**src/rtl/iob_eth_buf_arb.sv**
```systemverilog
// Round-robin arbiter that lets the Ethernet MAC Wishbone master and the CPU IOb
// port share one single-port packet-buffer RAM, one word per IDLE/ACCESS/RESP pass.
module iob_eth_buf_arb #(
  parameter int ADDR_W     = 16,
  parameter int DATA_W     = 32,
  parameter int WB_ADDR_W  = 32,
  parameter int MEM_ADDR_W = 11
) (
  input  logic                  clk,
  input  logic                  rst,
  input  logic [WB_ADDR_W-1:0]  m_wb_adr_i,
  input  logic [DATA_W/8-1:0]   m_wb_sel_i,
  input  logic                  m_wb_we_i,
  input  logic [DATA_W-1:0]     m_wb_dat_i,
  input  logic                  m_wb_cyc_i,
  input  logic                  m_wb_stb_i,
  output logic [DATA_W-1:0]     m_wb_dat_o,
  output logic                  m_wb_ack_o,
  output logic                  m_wb_err_o,
  input  logic                  valid,
  input  logic [ADDR_W-1:0]     address,
  input  logic [DATA_W-1:0]     wdata,
  input  logic [DATA_W/8-1:0]   wstrb,
  output logic [DATA_W-1:0]     rdata,
  output logic                  ready,
  output logic                  mem_en,
  output logic [DATA_W/8-1:0]   mem_we,
  output logic [MEM_ADDR_W-1:0] mem_addr,
  output logic [DATA_W-1:0]     mem_wdata,
  input  logic [DATA_W-1:0]     mem_rdata,
  output logic                  busy
);

  localparam int STRB_W = DATA_W / 8;

  typedef enum logic [1:0] {
    IDLE   = 2'd0,
    ACCESS = 2'd1,
    RESP   = 2'd2
  } state_t;

  state_t r_state;
  state_t w_nextState;

  logic                  r_lastMac;
  logic                  r_grantMac;
  logic                  r_err;
  logic                  r_we;
  logic [MEM_ADDR_W-1:0] r_addr;
  logic [DATA_W-1:0]     r_wdata;
  logic [STRB_W-1:0]     r_strb;
  logic [DATA_W-1:0]     r_macRdata;
  logic [DATA_W-1:0]     r_cpuRdata;

  logic w_ethReq;
  logic w_anyReq;
  logic w_pickMac;
  logic w_macOutOfRange;
  logic w_access;
  logic w_resp;
  logic w_unused;

  assign w_ethReq        = m_wb_cyc_i & m_wb_stb_i;
  assign w_anyReq        = w_ethReq | valid;
  // On contention the MAC wins only if the CPU was served last.
  assign w_pickMac       = w_ethReq & (~valid | ~r_lastMac);
  assign w_macOutOfRange = |m_wb_adr_i[WB_ADDR_W-1:MEM_ADDR_W+2];
  assign w_unused        = ^{address[ADDR_W-1:MEM_ADDR_W+2], address[1:0], m_wb_adr_i[1:0]};

  always_ff @(posedge clk or negedge rst) begin
    if (!rst) begin
      r_state <= IDLE;
    end else begin
      r_state <= w_nextState;
    end
  end

  always_comb begin
    w_nextState = r_state;
    case (r_state)
      IDLE:    if (w_anyReq) w_nextState = ACCESS;
      ACCESS:  w_nextState = RESP;
      RESP:    w_nextState = IDLE;
      default: w_nextState = IDLE;
    endcase
  end

  always_ff @(posedge clk or negedge rst) begin
    if (!rst) begin
      r_lastMac  <= 1'b0;
      r_grantMac <= 1'b0;
      r_err      <= 1'b0;
      r_we       <= 1'b0;
      r_addr     <= '0;
      r_wdata    <= '0;
      r_strb     <= '0;
    end else if (r_state == IDLE && w_anyReq) begin
      r_grantMac <= w_pickMac;
      r_lastMac  <= w_pickMac;
      if (w_pickMac) begin
        r_addr  <= m_wb_adr_i[MEM_ADDR_W+1:2];
        r_wdata <= m_wb_dat_i;
        r_strb  <= m_wb_sel_i;
        r_we    <= m_wb_we_i;
        r_err   <= w_macOutOfRange;
      end else begin
        r_addr  <= address[MEM_ADDR_W+1:2];
        r_wdata <= wdata;
        r_strb  <= wstrb;
        r_we    <= |wstrb;
        r_err   <= 1'b0;
      end
    end
  end

  // RAM data arrives during RESP; each requester keeps its last read value.
  always_ff @(posedge clk or negedge rst) begin
    if (!rst) begin
      r_macRdata <= '0;
      r_cpuRdata <= '0;
    end else if (r_state == RESP && !r_we) begin
      if (r_grantMac && !r_err) begin
        r_macRdata <= mem_rdata;
      end else if (!r_grantMac) begin
        r_cpuRdata <= mem_rdata;
      end
    end
  end

  assign w_access   = (r_state == ACCESS) & ~r_err;
  assign w_resp     = (r_state == RESP);

  assign mem_en     = w_access;
  assign mem_we     = (w_access && r_we) ? r_strb : '0;
  assign mem_addr   = w_access ? r_addr : '0;
  assign mem_wdata  = w_access ? r_wdata : '0;
  assign busy       = (r_state == ACCESS) | w_resp;
  assign m_wb_ack_o = w_resp & r_grantMac & ~r_err;
  assign m_wb_err_o = w_resp & r_grantMac & r_err;
  assign ready      = w_resp & ~r_grantMac;
  assign m_wb_dat_o = r_macRdata;
  assign rdata      = r_cpuRdata;

endmodule

```
**config.mk**
```make
export PLATFORM = sky130hd
export DESIGN_NAME = iob_eth_buf_arb
export DESIGN_NICKNAME = d
export VERILOG_FILES = /design/src/rtl/iob_eth_buf_arb.sv
export SDC_FILE = /design/constraint.sdc
export NUM_CORES = 1
export LEC_CHECK = 0
export ABC_CLOCK_PERIOD_IN_PS = 3400
export CORE_ASPECT_RATIO = 1.25
export CORE_MARGIN = 1.5
export CORE_UTILIZATION = 43
export CTS_BUF_LIST = sky130_fd_sc_hd__clkbuf_16
export CTS_CLUSTER_DIAMETER = 80
export DETAILED_ROUTE_END_ITERATION = 10
export GPL_TIMING_DRIVEN = 0
export PLACE_DENSITY = 0.93
export SLEW_MARGIN = 20
export SYNTH_ARGS = -nofsm -noshare
export SYNTH_HDL_FRONTEND = slang
export SYNTH_SLANG_ARGS = --single-unit
```
**constraint.sdc**
```tcl
create_clock -name clk -period 3.4 [get_ports clk]
set_clock_uncertainty 0.2 [all_clocks]
set_input_delay 0.68 -clock clk [delete_from_list [all_inputs] [get_ports clk]]
set_output_delay 0.68 -clock clk [all_outputs]
set_load 0.05 [all_outputs]
```
==> metrics.txt, run 1 <==
status finished, violations left; violated checks negative hold slack; first-pass iteration count of the detailed router 4; GRT met1 Usage a little over a quarter; largest fanout on the critical path 10; multi-input gate area in the final layout 2140 um^2; Placer Congestion 0.807; YS warnings 0; Critical Path AT 2.38 ns; antenna fix cells 0; met3 Usage GRT 8.82%; count of different cell masters after synthesis 26; busiest layer in global routing met2; critical path launch point type register; placed wire-length estimate ~12000 um; total grt overflow 0; TritonCTS buffer count 17; worst slew pin tran between 0.6 and 0.7 ns; IO Port Bufs about 270; vias in the first global route about 4700; area taken by flip-flops and latches a little under 3000 um^2; area of the die 12700 um^2; Layout area overhead 67.5%; maximum ir drop on the vdd rail about 460 uV; DIE WIDTH around 100 um; total number of vias between 4000 and 5000; Worst setup EP type output pin; dominant register cell in the synthesized netlist sky130_fd_sc_hd__dfrtp_1; H-tree levels 4; root buffer cell sky130_fd_sc_hd__clkbuf_16; die height around 130 um; total wirelength of the detailed-routed design around 16000 um; max cap viols 0; maximum clock path buffer count 2; worst skew pair latency 0.41 ns; fraction of layout cells with a size suffix above 1 18.8%; master of the slowest instance on the critical path sky130_fd_sc_hd__clkdlybuf4s15_1; Post-CTS Hold Buffers 0; final hold viol count 5; most frequent cells in the layout sky130_fd_sc_hd__clkdlybuf4s50_1 (217), sky130_fd_sc_hd__dfrtp_1 (116), sky130_fd_sc_hd__mux2_2 (61); # setup viols final 0; met2 Resource Use GR 46.0%; worst-path cell chain inv_1 -> ha_1 -> nor2b_1 -> clkbuf_1 -> and2_1 -> clkdlybuf4s15_1; Synth Cell Area just over 5000 um^2; synthesized instance count 430; core box area 11700 um^2; clock tree from TritonCTS yes; wire length of the first global-routing pass 24800 um; Post-synth EDFFs 0; count of antenna-violating nets left after detailed routing 0; num rows 44; Core Util, Final between 70% and 80%; Layout fillers roughly 800; sequential cell area fraction in the yosys report between 50% and 60%; Critical Path Max Stage Delay around 0.51 ns; shortest period the worst path allows 3.26 ns; Buf+Inv Stages, Crit Path 3; net count after synthesis around 590; Fin Hold WS -0.000362 ns; average instance area after synthesis around 12 um^2; highest achievable clock rate between 0.3 and 0.4 GHz; Final #Nets ~900; most common cell after layout, fill and taps aside sky130_fd_sc_hd__clkdlybuf4s50_1; unrepaired setup endpoints after global routing false; required time at the endpoint of the critical path between 2 and 3 ns; initial antenna violation count 0; vias per std cell 4.96; power density over cell area roughly 1000 nW/um^2; number of remaining DRC errors 0; classification of the worst-slack hold path in2async; WS Path Type reg2out; number of sinks driven by the clock tree around 120; CP top delay family buffers and inverters; count of final max-slew check failures 0; asr flop ratio synth 100%; maximum number of pins on one net before global-route repair 70; initial DRC count approximately 100; worst slack at placement -0.156 ns; overall global routing resource usage between 20 and 30%; final clock period utilization by the worst path a little over nine tenths; drt wl/cell about 18 um; total of flip-flops plus latches after synthesis 116; clk slew on worst S/H paths about 0.060 ns; initial standard-cell utilization of the core 44.4%; leakage power 3.82 nW; Max-slew headroom 58.6%; smallest setup slack after layout approximately 0.14 ns; number of top-level pins ~270
==> where the power goes <==
part	internal [W]	leakage, nW	switching [W]
Combinational	0.00158	2.08	0.00294
Clock	0.00123	0.307	0.000651
Sequential	0.00204	1.44	0.000363
==> state kept, by name, indices dropped and copies added, names as in the netlist <==
| register | count |
|---|---|
| rdata | 32 |
| r_addr | 11 |
| r_strb | 4 |
| r_state | 2 |
| r_err | 1 |
| r_grantMac | 1 |
| r_we | 1 |
| r_wdata | 32 |
| m_wb_dat_o | 32 |
==> cell usage after synthesis (3+ instances only) <==
cell	count	area, um^2
sky130_fd_sc_hd__nor4_1	3	18.8
sky130_fd_sc_hd__clkbuf_1	12	45.0
sky130_fd_sc_hd__mux2i_1	48	480
sky130_fd_sc_hd__o21ai_0	50	250
sky130_fd_sc_hd__buf_4	6	45.0
sky130_fd_sc_hd__nor2b_1	3	18.8
sky130_fd_sc_hd__mux2_2	61	687
sky130_fd_sc_hd__and2_1	43	269
sky130_fd_sc_hd__and3_1	5	31.3
sky130_fd_sc_hd__nand2_1	53	199
sky130_fd_sc_hd__ha_1	5	62.6
sky130_fd_sc_hd__dfrtp_1	116	2900
sky130_fd_sc_hd__mux2_1	3	33.8
sky130_fd_sc_hd__buf_2	8	40.0
==> cell families after synthesis <==
kind of cell,count (synthesis),share of synthesized area (%)
DFF,116,56.0
and+or+nand+nor,114,11.4
muxes,112,23.2
AOI/OAI and AO/OA,54,5.50
buffers and inverters,29,2.75
adders and majority gates,5,1.21
==> metal layers <==
metal | share of wire (%) | vias up | routed length, um
met3 | 8.3 | 44 | 1330
met1 | 36 | 2084 | 5700
li1 | - | 2060 | -
met2 | 53 | 224 | 8400
met4 | 3.5 | 0 | 557
met5 | 0 | - | 0
==> worst paths after layout <==
path | startpoint | end | slack, ns | cells past startpoint
worst max-delay path | r_state[1] | mem_wdata[29] | 0.14 | 6
worst min-delay path | rst | rdata[27] | -0.0004 | 1
worst max register to register | r_state[0] | rdata[24] | 1.26 | 7
worst min register to register | r_strb[0] | r_strb[0] | 0.27 | 2
max in group asynchronous | rst | r_wdata[30] | 2.32 | 2
min in group clk | r_strb[0] | r_strb[0] | 0.27 | 2
==> timing repair <==
action,4_1_cts,5_1_grt
gates cloned,0,0
resized for setup,89,16
buffers inserted,0,0
pin swaps,0,0
endpoints found under the hold margin,0,0
setup endpoints to repair,48,16
==> layout make-up <==
type	instances	area share (%)
sequential	116	33.4
timing repair buffer	267	30.7
multi-input combinational	285	24.6
clock buffer	17	4.90
clock inverter	15	2.36
tap	161	2.32
buffer	27	1.60
inverter	2	0.0864
==> per-stage QoR <==
stage / std cells / setup TNS [ns] / cell area (um^2) / total power (W) / hold WS (ns)
global route: 890 / 0 / 8690 / 0.00921 / 0.0217
finish: 890 / 0 / 8690 / 0.00881 / -0.000362
CTS: 890 / 0 / 8700 / 0.00886 / 0.0108
floorplan: 430 / 0 / 5190 / 0.00530 / 0.184
global placement: 857 / -308.68 / 8050 / 0.00685 / 0.255
detailed placement: 858 / -2.33 / 8080 / 0.00703 / 0.263
(Power assumes the default switching activity.)
==> inputs of run 2 (changes only) <==
--- a/config.mk
+++ b/config.mk
@@ -5,7 +5,7 @@
 export SDC_FILE = /design/constraint.sdc
 export NUM_CORES = 1
 export LEC_CHECK = 0
-export ABC_CLOCK_PERIOD_IN_PS = 3400
+export ABC_CLOCK_PERIOD_IN_PS = 4000
 export CORE_ASPECT_RATIO = 1.25
 export CORE_MARGIN = 1.5
 export CORE_UTILIZATION = 43
==> constraint.sdc (replaced) <==
create_clock -name clk -period 4 [get_ports clk]
set_clock_uncertainty 0.2 [all_clocks]
set_input_delay 0.8 -clock clk [delete_from_list [all_inputs] [get_ports clk]]
set_output_delay 0.8 -clock clk [all_outputs]
set_load 0.05 [all_outputs]
==> metrics.txt, run 2 (synthesized netlist as in run 1, its figures left out) <==
status finished, final reports clean; count of final max-slew check failures 0 (unchanged); fraction of layout cells with a size suffix above 1 15.4% (-3.4 points); Critical Path Max Stage Delay 0.55 ns (+0.04 ns); number of sinks driven by the clock tree 116 (unchanged); final clock period utilization by the worst path between 90 and 100%; highest metal layer with signal wires met5; highest achievable clock rate roughly 0.26 GHz; initial DRC count 115 (+11%); Layout fillers 786 (-0.25%); largest fanout on the critical path 10 (unchanged); initial standard-cell utilization of the core 44.4% (unchanged); wire length of the first global-routing pass 24500 um (-0.92%); critical path launch point type register; Layout area overhead 67.5% (about the same); Core Util, Final 74.4% (about the same); maximum clock path buffer count 2 (unchanged); number of remaining DRC errors 0 (unchanged); initial antenna violation count 0 (unchanged); vias in the first global route 4696 (-1.0%); die height 126 um (unchanged); TritonCTS buffer count 17 (unchanged); total wirelength of the detailed-routed design 15900 um (-0.88%); master of the slowest instance on the critical path sky130_fd_sc_hd__dlygate4sd2_1; startpoint of the worst setup timing path r_state[1]; maximum number of pins on one net before global-route repair 70 (unchanged); overall global routing resource usage 25.5% (-0.27 points); switching power summed over all nets 0.00335 W (-15%); DIE WIDTH 101 um (unchanged); Critical Path AT 2.79 ns (+0.41 ns); power density over cell area 865 nW/um^2 (-15%); number of top-level pins 274 (unchanged); number of placed instances, taps included 858 (unchanged); Placer Congestion 0.807 (unchanged); reg-to-reg critical path startpoint r_state[0]; multi-input gate area in the final layout 2140 um^2 (unchanged); worst skew pair latency 0.41 ns (about the same); classification of the worst-slack hold path in2async; placement-stage cell area 8080 um^2 (unchanged); total number of vias 4416 (+0.091%); final hold viol count 0 (-5); IO Port Bufs 266 (unchanged); switching part of the total power 44.7% (-0.22 points); Clock power frac 21.3% (about the same); vias per std cell 4.96 (about the same); first-pass iteration count of the detailed router 4 (unchanged); unrepaired setup endpoints after global routing false; total met3 wirelength after detailed routing 1240 um (-6.6%); met2 wire length 8330 um (-0.83%); Buf+Inv Stages, Crit Path 4 (+1); Max-slew headroom 58.6% (-0.059 points); # setup viols final 0 (unchanged); most common cell after layout, fill and taps aside sky130_fd_sc_hd__clkdlybuf4s50_1; clock tree from TritonCTS yes; core box area 11700 um^2 (unchanged); area of the die 12700 um^2 (unchanged); root buffer cell sky130_fd_sc_hd__clkbuf_16; cell internal power dissipation 0.00416 W (-14%); smallest setup slack after layout 0.214 ns (+0.0704 ns); max cap viols 0 (unchanged); final design area excluding fillers 8680 um^2 (about the same); area taken by flip-flops and latches 2900 um^2 (unchanged); clk slew on worst S/H paths 0.06 ns (about the same); shortest period the worst path allows between 3 and 4 ns; num rows 44 (unchanged); Seq pwr share 27.2% (about the same); most common cell type on the critical path sky130_fd_sc_hd__clkbuf_1; drt wl/cell 17.8 um (-0.88%); WS Path Type reg2out; met1 layer wirelength in the final routing 5770 um (+1.1%); worst slack at placement 0.324 ns (+0.480 ns); placed wire-length estimate 12300 um (unchanged); Non-Filler Instances 890 (unchanged); leakage power 3.80 nW (-0.71%); most frequent cells in the layout sky130_fd_sc_hd__clkdlybuf4s50_1 (245), sky130_fd_sc_hd__dfrtp_1 (116), sky130_fd_sc_hd__mux2_2 (61); Final #Nets 879 (unchanged); combinational share of power 51.4% (about the same); worst slew pin tran 0.619 ns (+0.000888 ns); H-tree levels 4 (unchanged); Worst setup EP type output pin; CP top delay family buffers and inverters; maximum ir drop on the vdd rail 392 uV (-15%); required time at the endpoint of the critical path 3.00 ns (+0.48 ns); worst-path cell chain inv_1 -> ha_1 -> nor2b_1 -> clkbuf_1 -> clkbuf_1 -> and2_1 -> dlygate4sd2_1; antenna fix cells 0 (unchanged); Post-CTS Setup Bufs 0 (unchanged); count of antenna-violating nets left after detailed routing 0 (unchanged); total grt overflow 0 (unchanged)
run 2: per-stage QoR:
step	TNS [ns]	total power [W]	hold WS (ns)
5_1_grt	0	0.00785	0.142
3_5_place_dp	0	0.00597	0.263
2_1_floorplan	0	0.00451	0.242
3_3_place_gp	-251.71	0.00582	0.255
6_report	0	0.00751	0.117
4_1_cts	0	0.00756	0.131
run 2: worst register-to-register path, stage by stage (launching register included):
cell and delay, ns:
sky130_fd_sc_hd__dfrtp_1 0.40, sky130_fd_sc_hd__inv_1 0.13, sky130_fd_sc_hd__ha_1 0.20, sky130_fd_sc_hd__nor2b_1 0.16, sky130_fd_sc_hd__nor2b_1 0.15, sky130_fd_sc_hd__clkbuf_2 0.19
sky130_fd_sc_hd__buf_4 0.23, sky130_fd_sc_hd__mux2_2 0.37
run 2: cell type report:
cell class                 count  share of cell area [%]
multi-input combinational    285                    24.7
timing repair buffer         267                    30.7
clock inverter                15                    2.36
inverter                       2                  0.0864
buffer                        27                    1.56
tap                          161                    2.32
sequential                   116                    33.4
clock buffer                  17                    4.90
run 2: what timing repair did:
action / CTS / global route
hold buffers: 0 / 0
gates resized for setup: 20 / 0
setup endpoints to repair: 20 / 0
run 2: final timing paths:
kind	endpoint	slack [ns]	depth (start not counted)
max	mem_wdata[14]	0.21	7
min	m_wb_dat_o[8]	0.12	1
max reg2reg	rdata[24]	1.86	7
min reg2reg	r_strb[0]	0.27	2
max in group asynchronous	r_wdata[30]	2.80	2
min in group clk	r_strb[0]	0.27	2
run 2: layer usage:
layer / track usage (%) / up-vias
met3: 8.49 / 35
met2: 46.0 / 217
met5: 0 / -
met4: 10.9 / 2
li1: - / 2056
met1: 26.6 / 2106
run 2: power by group through the flow:
stage	combinational (W)	sequential [W]	clock, W
floorplan	0.00145	0.00305	0
global placement	0.00382	0.00200	0
detailed placement	0.00392	0.00206	0
CTS	0.00389	0.00204	0.00163
global route	0.00406	0.00211	0.00169
finish	0.00386	0.00205	0.00160
==> inputs of run 3 (changes only) <==
--- a/config.mk
+++ b/config.mk
@@ -13,7 +13,7 @@
 export CTS_CLUSTER_DIAMETER = 80
 export DETAILED_ROUTE_END_ITERATION = 10
 export GPL_TIMING_DRIVEN = 0
-export PLACE_DENSITY = 0.93
+export PLACE_DENSITY = 0.95
 export SLEW_MARGIN = 20
 export SYNTH_ARGS = -nofsm -noshare
 export SYNTH_HDL_FRONTEND = slang
==> metrics.txt, run 3 (synthesized netlist as in run 1, its figures left out) <==
worst reg2reg endpoint rdata[1]; worst-path cell chain inv_1 -> ha_1 -> nor2b_1 -> clkbuf_1 -> clkbuf_1 -> and2_1 -> dlygate4sd2_1; wire length of the first global-routing pass 24000 um (-2.3%); TritonCTS buffer count 17 (unchanged); power density over cell area 848 nW/um^2 (-1.9%); initial standard-cell utilization of the core 44.4% (unchanged); die height 126 um (unchanged); required time at the endpoint of the critical path 3.00 ns (about the same); number of remaining DRC errors 0 (unchanged); final clock period utilization by the worst path 94.3% (-0.35 points); Layout area overhead 66.1%; fraction of layout cells with a size suffix above 1 15.8% (+0.41 points); worst skew pair latency 0.39 ns (-0.02 ns); drt wl/cell 17.2 um (-3.3%); DIE WIDTH 101 um (unchanged); vias per std cell 4.97 (about the same); startpoint of the worst setup timing path r_state[1]; root buffer cell sky130_fd_sc_hd__clkbuf_16; total number of vias 4419 (+0.068%); highest achievable clock rate 0.265 GHz (+0.37%); worst slew pin tran 0.568 ns (-0.0514 ns); core box area 11700 um^2 (unchanged); largest fanout on the critical path 10 (unchanged); vias in the first global route 4835 (+3.0%); Non-Filler Instances 890 (unchanged); master of the slowest instance on the critical path sky130_fd_sc_hd__dlygate4sd2_1; Core Util, Final 73.8% (-0.61 points); number of placed instances, taps included 858 (unchanged); Post-CTS Hold Buffers 0 (unchanged); area of the die 12700 um^2 (unchanged); Setup crit end mem_wdata[8]; shortest period the worst path allows 3.77 ns (-0.0140 ns); initial antenna violation count 0 (unchanged); count of cells along the worst register-to-register path 7 (unchanged); classification of the worst-slack hold path in2async; total wirelength of the detailed-routed design 15300 um (-3.3%); Worst setup EP type output pin; critical path launch point type register; clock tree from TritonCTS yes; maximum ir drop on the vdd rail 421 uV (+7.3%); internal reg-to-reg setup slack 1.90 ns (+0.04 ns); clk slew on worst S/H paths 0.06 ns (about the same); final hold viol count 0 (unchanged); count of antenna-violating nets left after detailed routing 0 (unchanged); Placer Congestion 0.820 (+1.6%); most common cell after layout, fill and taps aside sky130_fd_sc_hd__clkdlybuf4s50_1; Max-slew headroom 62.0% (+3.4 points); antenna fix cells 0 (unchanged); WS Path Type reg2out; count of final max-slew check failures 0 (unchanged); first-pass iteration count of the detailed router 4 (unchanged); overall global routing resource usage 24.4% (-1.0 points); Final #Nets 879 (unchanged); status finished, final reports clean; number of top-level pins 274 (unchanged); Fin Hold WS 0.136 ns (+0.0191 ns); leakage power 3.73 nW (-1.9%); Critical Path AT 2.77 ns (-0.02 ns); # setup viols final 0 (unchanged); initial DRC count 93 (-19%); H-tree levels 4 (unchanged); maximum clock path buffer count 2 (unchanged); number of sinks driven by the clock tree 116 (unchanged); most frequent cells in the layout sky130_fd_sc_hd__clkdlybuf4s50_1 (245), sky130_fd_sc_hd__dfrtp_1 (116), sky130_fd_sc_hd__mux2_2 (61); maximum number of pins on one net before global-route repair 70 (unchanged); reg-to-reg critical path startpoint r_state[0]; Post-CTS Setup Bufs 0 (unchanged); Critical Path Max Stage Delay 0.54 ns (about the same); most common cell type on the critical path sky130_fd_sc_hd__clkbuf_1; placed wire-length estimate 12100 um (-1.6%); unrepaired setup endpoints after global routing false; max cap viols 0 (unchanged); IO Port Bufs 266 (unchanged); num rows 44 (unchanged); Layout fillers 791 (+0.64%); total grt overflow 0 (unchanged)
[run 3: per-layer routing]
| metal | GRT usage (%) | share of wire, % | vias up |
|---|---|---|---|
| met1 | 25.2 | 36 | 2123 |
| met4 | 9.56 | 2.8 | 0 |
| met3 | 6.77 | 6.8 | 33 |
| li1 | - | - | 2050 |
| met2 | 45.8 | 55 | 213 |
| met5 | 0 | 0 | - |
[run 3: layout make-up]
cell class | instances | area (um^2) | share of cell area [%]
tap | 161 | 201 | 2.34
timing repair buffer | 267 | 2670 | 31.0
buffer | 27 | 135 | 1.57
sequential | 116 | 2900 | 33.7
inverter | 2 | 7.51 | 0.0872
multi-input combinational | 285 | 2140 | 24.9
clock inverter | 15 | 133 | 1.54
clock buffer | 17 | 425 | 4.94
[run 3: worst min path at each step]
| stage | from | to | slack, ns |
|---|---|---|---|
| final | rst | m_wb_dat_o[5] | 0.14 |
| after global routing | rst | rdata[6] | 0.16 |
| after CTS | rst | m_wb_dat_o[5] | 0.14 |
| after detailed placement | r_wdata[30] | r_wdata[30] | 0.26 |
| after global placement | r_wdata[30] | r_wdata[30] | 0.25 |
| after floorplan | r_addr[0] | r_addr[0] | 0.24 |
[run 3: repair_timing]
item,CTS,global route
gates resized for setup,20,11
hold endpoints to repair,0,0
endpoints found under the setup margin,20,9
[run 3: power breakdown]
| part | leakage, nW | internal (W) | switching [W] |
|---|---|---|---|
| clock | 0.266 | 0.000856 | 0.000556 |
| sequential | 1.44 | 0.00174 | 0.000316 |
| combinational | 2.02 | 0.00137 | 0.00247 |
| total | 3.73 | 0.00397 | 0.00334 |
[run 3: per-stage QoR]
step / worst slack (ns) / power, W / TNS (ns) / instance area, um^2
floorplan: 1.10 / 0.00451 / 0 / 5190
global placement: -2.12 / 0.00581 / -244.44 / 8050
detailed placement: 0.309 / 0.00596 / 0 / 8080
CTS: 0.128 / 0.00735 / 0 / 8610
global route: 0.00376 / 0.00764 / 0 / 8610
finish: 0.228 / 0.00731 / 0 / 8610
[run 3: critical path: cells and delay by family (launching register included)]
kind                       cells  cell delay, ns
and+or+nand+nor                2            0.47
DFF                            1            0.38
adders and majority gates      1            0.15
buffers and inverters          4            1.37
